## src/rtl/neuron_prog_sequencer.sv

```systemverilog
// Per-neuron reset pulse and serial weight programming sequencer.
// Optional feature: SEQ_BROADCAST_EN makes the all-ones index a broadcast.
module neuron_prog_sequencer #(
  parameter  int NEURONS    = 24,
  parameter  int MEMORY     = 8,
  parameter  int RST_CYCLES = 2,
  localparam int IDXW       = $clog2(NEURONS)
) (
  input  logic               clk,
  input  logic               rst_n,
  input  logic               cmd_valid,
  output logic               cmd_ready,
  input  logic               cmd_op,
  input  logic [IDXW-1:0]    cmd_index,
  input  logic [MEMORY-1:0]  cmd_pattern,
  output logic [NEURONS-1:0] nrst_vec,
  output logic               control,
  output logic               prog_data,
  output logic [NEURONS-1:0] prog_sel,
  output logic               busy,
  output logic               done,
  output logic               err
);

  localparam int RCW = $clog2(RST_CYCLES + 1);
  localparam int BCW = $clog2(MEMORY + 1);

  typedef enum logic [1:0] {
    IDLE = 2'd0,
    RST  = 2'd1,
    LOAD = 2'd2,
    DONE = 2'd3
  } state_e;

  state_e             state_q, state_d;
  logic [RCW-1:0]     rcnt_q, rcnt_d;
  logic [BCW-1:0]     bit_q, bit_d;
  logic [IDXW-1:0]    idx_q, idx_d;
  logic               op_q, op_d;
  logic               bc_q, bc_d;
  logic [MEMORY-1:0]  pat_q, pat_d;

  logic [NEURONS-1:0] nrst_q, nrst_d;
  logic [NEURONS-1:0] sel_q, sel_d;
  logic               ctl_q, ctl_d;
  logic               pdat_q, pdat_d;
  logic               busy_q, busy_d;
  logic               done_q, done_d;
  logic               err_q, err_d;
  logic               rdy_q, rdy_d;

  logic               is_bc;
  logic               bad_idx;
  logic [NEURONS-1:0] onehot;

`ifdef SEQ_BROADCAST_EN
  assign is_bc = (cmd_index == {IDXW{1'b1}});
`else
  assign is_bc = 1'b0;
`endif
  assign bad_idx = !is_bc && (int'(cmd_index) >= NEURONS);

  always_comb begin
    state_d = state_q;
    rcnt_d  = rcnt_q;
    bit_d   = bit_q;
    idx_d   = idx_q;
    op_d    = op_q;
    bc_d    = bc_q;
    pat_d   = pat_q;
    err_d   = 1'b0;
    unique case (state_q)
      IDLE: begin
        if (cmd_valid && rdy_q) begin
          if (bad_idx) begin
            err_d = 1'b1;
          end else begin
            state_d = RST;
            rcnt_d  = '0;
            idx_d   = cmd_index;
            op_d    = cmd_op;
            bc_d    = is_bc;
            pat_d   = cmd_pattern;
          end
        end
      end
      RST: begin
        if (rcnt_q == RCW'(RST_CYCLES - 1)) begin
          state_d = op_q ? LOAD : DONE;
          bit_d   = '0;
        end else begin
          rcnt_d = rcnt_q + 1'b1;
        end
      end
      LOAD: begin
        // pattern shifts so bit 0 always holds the bit being driven
        if (bit_q == BCW'(MEMORY - 1)) begin
          state_d = DONE;
        end else begin
          bit_d = bit_q + 1'b1;
          pat_d = pat_q >> 1;
        end
      end
      DONE: state_d = IDLE;
      default: state_d = IDLE;
    endcase
  end

  // Outputs are precomputed from the next state so they are registered.
  always_comb begin
    onehot = NEURONS'(1) << idx_d;
    nrst_d = '1;
    sel_d  = '0;
    ctl_d  = 1'b0;
    pdat_d = 1'b0;
    if (state_d == RST) begin
      nrst_d = bc_d ? '0 : ~onehot;
    end
    if (state_d == LOAD) begin
      ctl_d  = 1'b1;
      sel_d  = bc_d ? '1 : onehot;
      pdat_d = pat_d[0];
    end
    busy_d = (state_d != IDLE);
    rdy_d  = (state_d == IDLE);
    done_d = (state_d == DONE);
  end

  always_ff @(posedge clk) begin
    if (!rst_n) begin
      state_q <= IDLE;
      rcnt_q  <= '0;
      bit_q   <= '0;
      idx_q   <= '0;
      op_q    <= 1'b0;
      bc_q    <= 1'b0;
      pat_q   <= '0;
      nrst_q  <= '0;
      sel_q   <= '0;
      ctl_q   <= 1'b0;
      pdat_q  <= 1'b0;
      busy_q  <= 1'b0;
      done_q  <= 1'b0;
      err_q   <= 1'b0;
      rdy_q   <= 1'b0;
    end else begin
      state_q <= state_d;
      rcnt_q  <= rcnt_d;
      bit_q   <= bit_d;
      idx_q   <= idx_d;
      op_q    <= op_d;
      bc_q    <= bc_d;
      pat_q   <= pat_d;
      nrst_q  <= nrst_d;
      sel_q   <= sel_d;
      ctl_q   <= ctl_d;
      pdat_q  <= pdat_d;
      busy_q  <= busy_d;
      done_q  <= done_d;
      err_q   <= err_d;
      rdy_q   <= rdy_d;
    end
  end

  assign cmd_ready = rdy_q;
  assign nrst_vec  = nrst_q;
  assign control   = ctl_q;
  assign prog_data = pdat_q;
  assign prog_sel  = sel_q;
  assign busy      = busy_q;
  assign done      = done_q;
  assign err       = err_q;

endmodule

```

## config.mk

```make
export PLATFORM = sky130hd
export DESIGN_NAME = neuron_prog_sequencer
export DESIGN_NICKNAME = d
export VERILOG_FILES = /design/src/rtl/neuron_prog_sequencer.sv
export SDC_FILE = /design/constraint.sdc
export NUM_CORES = 1
export LEC_CHECK = 0
export ABC_AREA = 1
export BUFFER_PORTS_ARGS = -buffer_cell sky130_fd_sc_hd__buf_4
export CAP_MARGIN = 30
export CORE_MARGIN = 2
export CORE_UTILIZATION = 52
export CTS_CLUSTER_SIZE = 20
export DETAILED_ROUTE_END_ITERATION = 8
export PLACE_DENSITY = 0.78
export SLEW_MARGIN = 5
export SYNTH_ARGS = -nofsm -noshare
export SYNTH_HDL_FRONTEND = slang
export SYNTH_SLANG_ARGS = --single-unit
export TNS_END_PERCENT = 1
```

## constraint.sdc

```tcl
create_clock -name clk -period 1.8 [get_ports clk]
set_input_delay 0.45 -clock clk [delete_from_list [all_inputs] [get_ports clk]]
set_output_delay 0.45 -clock clk [all_outputs]
set_load 0.05 [all_outputs]
```

==> results_dict.tcl, run 1 <==
set metrics [dict create \
    ir_drop_uv 716.8 \
    hp-start "cmd_op" \
    slew_violations 0 \
    fp.dieH_um 77.94 \
    r2r-start "state_q[0]" \
    clk_latency_ps 360 \
    viasPerCell 5.226 \
    fp.dieW_um 77.94 \
    max_stage_delay_ps 400 \
    fin_worst_skew_ps 7.858 \
    r2r-end "rcnt_q[0]" \
    yosys.area.top_type "dfxtp_1" \
    cp_max_fo 25 \
    drc 0 \
    arrival_ps 1860 \
    clock_path_buffers 2 \
    vias 2540 \
    final_net_count 431 \
    die_area_um2 6074 \
    period_share_pct 89.51 \
    cts_tree "done" \
    synthCells 331 \
    fin_crit_ps 1611 \
    timing.fmax_mhz 620.6 \
    grt_max_degree 44 \
    ys_seq_area_share_pct 54.23 \
    finalPower_uw 5218 \
    finalHoldViolCount 0 \
    syn_area_per_cell_um2 8.588 \
    critPathBufInv 4 \
    worstHoldPathCells 3 \
    yosys.cell_count.top_type "dfxtp_1" \
    swShare_pct 33.86 \
    rrSetupSlack_ps 190 \
    synth.distinct_cells 31 \
    initial_core_util_pct 54.62 \
    yosys_warnings 0 \
    hold_end "op_q" \
    p_leak_uw 0.001756 \
    initialDrtViolationCount 180 \
    status "completed" \
    first_pass_iters 5 \
    p_comb_share_pct 31.2 \
    start_kind "flop" \
    gr-total-overflow 0 \
    cts_made_buffers 9 \
    synth_area_um2 2843 \
    track_usage_pct 23.33 \
    place_inst 469 \
    synthTopCellsByArea "dfxtp_1, a21oi_1, nand2_1" \
    antenna_left 0 \
    grt_pass1_vias 2394 \
    power_density_nw_per_um2 1379 \
    rows 26 \
    cts.htree.levels 3 \
    worstHoldPathType "input pin to flop" \
    routed_wl_mm 6.650 \
    num_io_pins 71 \
    syn_to_final_growth_pct 33.10 \
    rsz0062_at_grt "no" \
    rr_worst_depth 9 \
    synth_edf_count 0 \
    ys_ff_latch 77 \
    setup_viol 0 \
    sequentialPowerShare_pct 36.8 \
    hpwlAfterDp_mm 4.483 \
    cts-root-buf "clkbuf_8" \
    cts.sinks 77 \
    setup_tns_ps 0 \
    path_clk_slew_ps 70 \
    worstMarginPinSlew_ps 453.3 \
    stdcell_count 486 \
    power.internal_uw 3451 \
    antenna_cells 0 \
    gp_congestion 0.8126 \
    synth_async_sr_flop_share_pct 0 \
    cp_slowest_cell "dfxtp_1" \
    syn-num-nets 350 \
    required_ps 2050 \
    synth_top_area_share_pct 54.23 \
    critical_path_class "flop to flop" \
    crit_chain "inv_1, nor2_1, inv_1, or2_1, nand2_4, buf_12, inv_1, o21ai_0, a21oi_1" \
    synthFlopType "dfxtp_1" \
    startpoint "state_q[0]" \
    core_area_um2 5205 \
    endpoint_kind "flop" \
    antenna_found_initial 0 \
    drive_gt1_share_pct 29.81 \
    slew_headroom_pct 69.78 \
    maxCapViolCount 0 \
    p_sw_uw 1767 \
    power.share.clock_pct 32.1 \
    path_common_cell "inv_1" \
    crit_family "simple AND/OR/NAND/NOR gates" \
    port_buffers 70 \
    grt_pass1_wl_mm 11.02 \
    drt-wirelength-per-cell_um 13.68 \
    synthTopCellsByCount "dfxtp_1, nand2_1, a21oi_1" \
]
metal layers:
metal / GRT usage [%] / up-vias / routed length (um)
li1: - / 1264 / -
met1: 28.44 / 1167 / 2793
met2: 38.28 / 96 / 3238
met3: 5.000 / 13 / 469
met4: 12.98 / 0 / 148
met5: 0 / - / 0
registers in the layout (all words and copies together) (netlist names), 2 cells and up:
signal	count
bit_q	4
idx_q	5
nrst_vec	24
pat_q	8
prog_sel	24
rcnt_q	2
state_q	2
cells in the final DEF (no fill, tap or decap), types with 2 or more instances in the layout:
master     count
buf_4         84
nand2_1       69
a31oi_1        6
nor2_4         6
inv_1         23
ha_1           2
buf_12         3
nand4_1       20
a21oi_1       58
dfxtp_1       76
nand3b_1       2
clkinv_1       3
o21ai_0        2
nand3_1       10
bufinv_16      4
nor3_1         2
nor2_1        15
nand2_4        2
nand2_2        6
clkbuf_8       9
logic make-up (layout without fill, tap and decap cells):
group                    count (synthesis)  after routing  synth area share [%]
AND/OR/NAND/NOR                        139            139                 25.04
flip-flops                              77             77                 54.23
AO/OA/AOI/OAI                           69             69                 12.81
buffers and inverters                   44            129                 7.042
adder cells (fa/ha/maj)                  2              2                0.8801
power groups by stage:
stage	Sequential (uW)	Combinational [uW]	Clock, uW
after CTS	1920	1590	1690
after floorplan	2200	849	0
after global placement	1950	1540	0
after detailed placement	1960	1570	0
after global routing	1930	1780	1750
final	1920	1630	1670
through the flow:
step	instance area, um^2	hold WS (ps)	util, %	worst slack [ps]
2_1_floorplan	2844	438.9	-	154.0
3_3_place_gp	3508	450.5	67.40	32.26
3_5_place_dp	3508	452.6	67.40	13.18
4_1_cts	3769	353.6	72.40	199.1
5_1_grt	3784	386.8	72.69	20.49
6_report	3784	359.0	72.69	188.8
tightest hold or removal path, stage by stage:
cell     delay, ps
buf_4          110
nand2_1         60
a21oi_1         50
cell type report:
cell class / instances / area [um^2]
Clock inverter: 6 / 136.4
Inverter: 27 / 101.3
Fill cell: 398 / 1421
Tap cell: 70 / 87.58
Clock buffer: 9 / 123.9
Timing Repair Buffer: 87 / 690.7
Sequential cell: 77 / 1543
Multi-Input combinational cell: 210 / 1101
how the worst max path moves through the flow:
stage	to	depth (start not counted)
after floorplan	nrst_vec[18]	10
after global placement	prog_sel[2]	9
after detailed placement	prog_sel[2]	9
after CTS	rcnt_q[0]	9
after global routing	nrst_vec[1]	8
final	rcnt_q[0]	9
repair_timing:
item,in CTS,in global routing
setup endpoints to repair,0,1
hold buffers,0,0
buffers inserted,0,2
resized for setup,0,0
(Power assumes the default switching activity.)
==> inputs of run 2 (changes only) <==
CORE_ASPECT_RATIO = 1.5   (was unset)
==> results_dict.tcl, run 2 (same netlist as run 1, synthesis figures left out) <==
set metrics [dict create \
    cts_tree "done" \
    path_clk_slew_ps 80 \
    endpoint_kind "flop" \
    viasPerCell 5.113 \
    rsz0062_at_grt "no" \
    post-place-ws_ps -66.32 \
    fin_crit_ps 1634 \
    gp_congestion 0.8215 \
    antenna_found_initial 0 \
    syn_to_final_growth_pct 29.45 \
    setup_viol 0 \
    p_leak_uw 0.001704 \
    start_kind "flop" \
    power_density_nw_per_um2 1310 \
    clk_latency_ps 350 \
    cp_max_fo 12 \
    rows 33 \
    critPathBufInv 0 \
    initialDrtViolationCount 185 \
    fp.dieH_um 94.56 \
    cts.htree.levels 3 \
    final_net_count 424 \
    ir_drop_uv 994.5 \
    port_buffers 70 \
    die_area_um2 6087 \
    antenna_left 0 \
    timing.fmax_mhz 612.1 \
    hpwlAfterDp_mm 4.249 \
    drc 0 \
    gr-total-overflow 0 \
    finalHoldViolCount 0 \
    stdcell_count 480 \
    status "completed" \
    grt_pass1_wl_mm 10.04 \
    required_ps 2020 \
    routed_wl_mm 6.049 \
    cts_made_buffers 9 \
    antenna_cells 0 \
    drive_gt1_share_pct 29.02 \
    fin_worst_skew_ps 5.205 \
    mostFrequentLayoutCells "buf_4, dfxtp_1, nand2_1, a21oi_1, inv_1" \
    nFillCells 461 \
    layout_commonest_cell "buf_4" \
    cts_hold_buf 0 \
    clock_path_buffers 2 \
    cts.sinks 77 \
    critical_path_class "flop to flop" \
    crit_family "simple AND/OR/NAND/NOR gates" \
    maxCapViolCount 0 \
    slew_headroom_pct 70.51 \
    grt_pass1_vias 2262 \
    drt-wirelength-per-cell_um 12.60 \
    initial_core_util_pct 52.96 \
    fp.dieW_um 64.37 \
    first_pass_iters 5 \
    place_inst 464 \
    slew_violations 0 \
    max_stage_delay_ps 350 \
    vias 2454 \
    cts-root-buf "clkbuf_8" \
    grt_max_degree 50 \
    rrSetupSlack_ps 170 \
    arrival_ps 1860 \
    num_io_pins 71 \
    core_area_um2 5368 \
    crit_chain "nor2_4, nand3_4, nand2_1, nand2_2, nor2_4, nand4_1, nand2_1, a21oi_1" \
    period_share_pct 90.76 \
    setup_ws_ps 166.4 \
    track_usage_pct 21.37 \
    worstHoldPathType "input pin to flop" \
    worstMarginPinSlew_ps 442.3 \
    cp_slowest_cell "dfxtp_1" \
]
## run 2: cell count changes in the layout (fill, tap and decap cells not counted), sizes merged
cell | previous run | this run
inv | 24 | 26
clkinvlp | 1 | 2
bufinv | 4 | 2
buf | 87 | 80
## run 2: power breakdown
group          switching, uW  leakage (uW)  internal (uW)
registers               70.6      0.000631           1850
clock network            635      0.000106            787
logic                   1040      0.000966            444
total                   1740       0.00170           3080
## run 2: per-stage QoR
step / power [uW] / hold slack, ps / utilization [%] / setup TNS [ps] / cell area (um^2)
2_1_floorplan: 3047 / 438.9 / - / 0 / 2844
3_3_place_gp: 3392 / 451.3 / 64.43 / 0 / 3458
3_5_place_dp: 3428 / 463.1 / 64.43 / -780.1 / 3458
4_1_cts: 4842 / 349.2 / 68.55 / 0 / 3680
5_1_grt: 5078 / 372.1 / 68.55 / 0 / 3680
6_report: 4822 / 353.5 / 68.55 / 0 / 3680
## run 2: layout make-up
class	count	area (um^2)	share of cell area, %
clock buffer	9	123.9	3.366
inverter	27	101.3	2.754
clock inverter	7	97.59	2.652
timing repair buffer	80	625.6	17.00
multi-input combinational	210	1101	29.92
sequential	77	1543	41.92
tap	70	87.58	2.380
## run 2: worst reg2reg max path, stage by stage, from the launching register on
cell and delay, ps:
dfxtp_1 350, nor2_4 220, nand3_4 190, nand2_1 130
nand2_2 90, nor2_4 180, nand4_1 170, nand2_1 100
a21oi_1 60
## run 2: per-layer routing
layer | global-route usage [%] | part of all wire (%) | wire length (um)
met5 | 0 | 0 | 0
met4 | 8.156 | 1.8 | 111
met3 | 5.483 | 4.2 | 253
met1 | 22.05 | 38 | 2281
met2 | 40.71 | 56 | 3403
## run 2: timing repair
item / CTS / global route
setup buffers: 0 / 0
endpoints found under the setup margin: 0 / 6
resized for setup: 0 / 1
## run 2: path summary, 6_finish.rpt
kind	cells after the start	from	end
max	8	state_q[1]	nrst_vec[6]
min reg2reg	2	pat_q[7]	pat_q[7]
max reg2reg	8	state_q[1]	nrst_vec[6]
min	3	cmd_pattern[7]	pat_q[7]
==> inputs of run 3 (changes only) <==
CORE_MARGIN = unset   (was 2)
CORE_UTILIZATION = 54   (was 52)
CTS_BUF_LIST = sky130_fd_sc_hd__clkbuf_2 sky130_fd_sc_hd__clkbuf_4 sky130_fd_sc_hd__clkbuf_8   (was unset)
PLACE_DENSITY = 0.81   (was 0.78)
==> results_dict.tcl, run 3 (same netlist as run 1, synthesis figures left out) <==
set metrics [dict create \
    status "completed" \
    grt_max_degree 50 \
    start_kind "flop" \
    setup_viol 0 \
    power_density_nw_per_um2 1346 \
    placed_area_um2 3471 \
    setup_tns_ps 0 \
    crit_chain "nor2_4, nand3_4, nand2_1, nand2_2, nor2_4, nand3_1, nand2_1, a21oi_1" \
    port_buffers 70 \
    critPathBufInv 0 \
    slew_headroom_pct 79.99 \
    power.share.clock_pct 31.7 \
    cts-root-buf "clkbuf_8" \
    arrival_ps 1890 \
    worstHoldPathType "input pin to flop" \
    fin_worst_skew_ps 6.479 \
    r2r-start "state_q[1]" \
    syn_to_final_growth_pct 30.94 \
    antenna_found_initial 0 \
    drc 0 \
    p_comb_share_pct 30.0 \
    final_core_util_pct 73.20 \
    cts.sinks 77 \
    rr_worst_depth 8 \
    cp_max_fo 12 \
    post-cts-setup-buffers 0 \
    worstSetupEndpoint "nrst_vec[11]" \
    gp_congestion 0.8154 \
    setup_ws_ps 144.0 \
    ctsResizeCount 0 \
    initial_core_util_pct 55.91 \
    gr-total-overflow 0 \
    first_pass_iters 5 \
    antenna_cells 0 \
    rrSetupSlack_ps 140 \
    drive_gt1_share_pct 29.13 \
    max_stage_delay_ps 360 \
    worstMarginPinSlew_ps 299.9 \
    finalPower_uw 5012 \
    post-place-ws_ps 35.04 \
    cts_hold_buf 0 \
    period_share_pct 92.00 \
    antenna_left 0 \
    maxCapViolCount 0 \
    initialDrtViolationCount 100 \
    startpoint "state_q[1]" \
    clock_path_buffers 2 \
    rsz0062_at_grt "no" \
    core_area_um2 5085 \
    rows 32 \
    cts_tree "done" \
    p_leak_uw 0.001732 \
    vias 2502 \
    mostFrequentLayoutCells "buf_4, dfxtp_1, nand2_1, a21oi_1, inv_1" \
    track_usage_pct 24.72 \
    layout_commonest_cell "buf_4" \
    num_io_pins 71 \
    crit_family "simple AND/OR/NAND/NOR gates" \
    critical_path_class "flop to flop" \
    ir_drop_uv 954.0 \
    routed_wl_mm 6.176 \
    endpoint_kind "flop" \
    fin_crit_ps 1656 \
    finalHoldViolCount 0 \
    grt_pass1_wl_mm 10.14 \
    stdcell_area_um2 3722 \
    viasPerCell 5.213 \
    p_sw_uw 1733 \
    hpwlAfterDp_mm 4.320 \
    slew_violations 0 \
    swShare_pct 34.59 \
    path_clk_slew_ps 70 \
    drt-wirelength-per-cell_um 12.87 \
    fp.dieW_um 61.24 \
    cts_made_buffers 9 \
    timing.fmax_mhz 603.9 \
    cp.depth 8 \
    fp.dieH_um 90.86 \
    cts.htree.levels 3 \
    clk_latency_ps 360 \
    r2r-end "nrst_vec[11]" \
    sequentialPowerShare_pct 38.3 \
    final_net_count 426 \
    grt_pass1_vias 2317 \
    required_ps 2030 \
    cp_slowest_cell "dfxtp_1" \
    power.internal_uw 3278 \
    die_area_um2 5564 \
]
==> run 3: changes by cell type in the layout (fill, tap and decap cells not counted) <==
cell        change
buf_4           +2
inv_1           +1
clkbuf_4        +1
clkinv_2        -1
clkbuf_8        +1
bufinv_16       +1
clkinvlp_4      -1
inv_2           -1
inv_6           -1
==> run 3: tightest hold or removal path: stages <==
cell	delay (ps)
buf_4	100
nand2_1	50
a21oi_1	50
==> run 3: final cells by class <==
cell class              instances  area (um^2)
clock buffers                  11        145.1
clock inverters                 5        106.4
fillers                       396         1363
inverters                      27        101.3
multi-input cells             210         1101
flip-flops and latches         77         1543
well taps                      68        85.08
repair buffers                 82        640.6
==> run 3: how the worst min path moves through the flow <==
stage          cells past startpoint  slack (ps)      start         to
6_report                           3         360     cmd_op       op_q
5_1_grt                            3         360     cmd_op       op_q
4_1_cts                            3         340     cmd_op       op_q
3_5_place_dp                       2         450  rcnt_q[1]  rcnt_q[1]
3_3_place_gp                       2         450  rcnt_q[1]  rcnt_q[1]
2_1_floorplan                      2         440  rcnt_q[1]  rcnt_q[1]
==> run 3: through the flow <==
step / instances / hold WS [ps]
after floorplan: 331 / 438.9
after global placement: 464 / 450.6
after detailed placement: 464 / 451.9
after CTS: 480 / 343.9
after global routing: 480 / 355.2
final: 480 / 357.1
==> run 3: per-layer routing <==
layer  GRT usage, %  wire, um  share of wire (%)  vias up
met5              0         0                  0        -
met4          16.67       246                4.0        0
met2          42.39      3307                 54       90
met1          24.84      2350                 38     1127
met3          5.874       271                4.4       24
li1               -         -                  -     1261
==> run 3: power by group through the flow <==
stage	sequential (uW)	clock, uW	combinational (uW)
3_5_place_dp	1960	0	1490
4_1_cts	1920	1600	1500
5_1_grt	1930	1700	1630
6_report	1920	1590	1500
2_1_floorplan	2200	0	849
3_3_place_gp	1950	0	1450
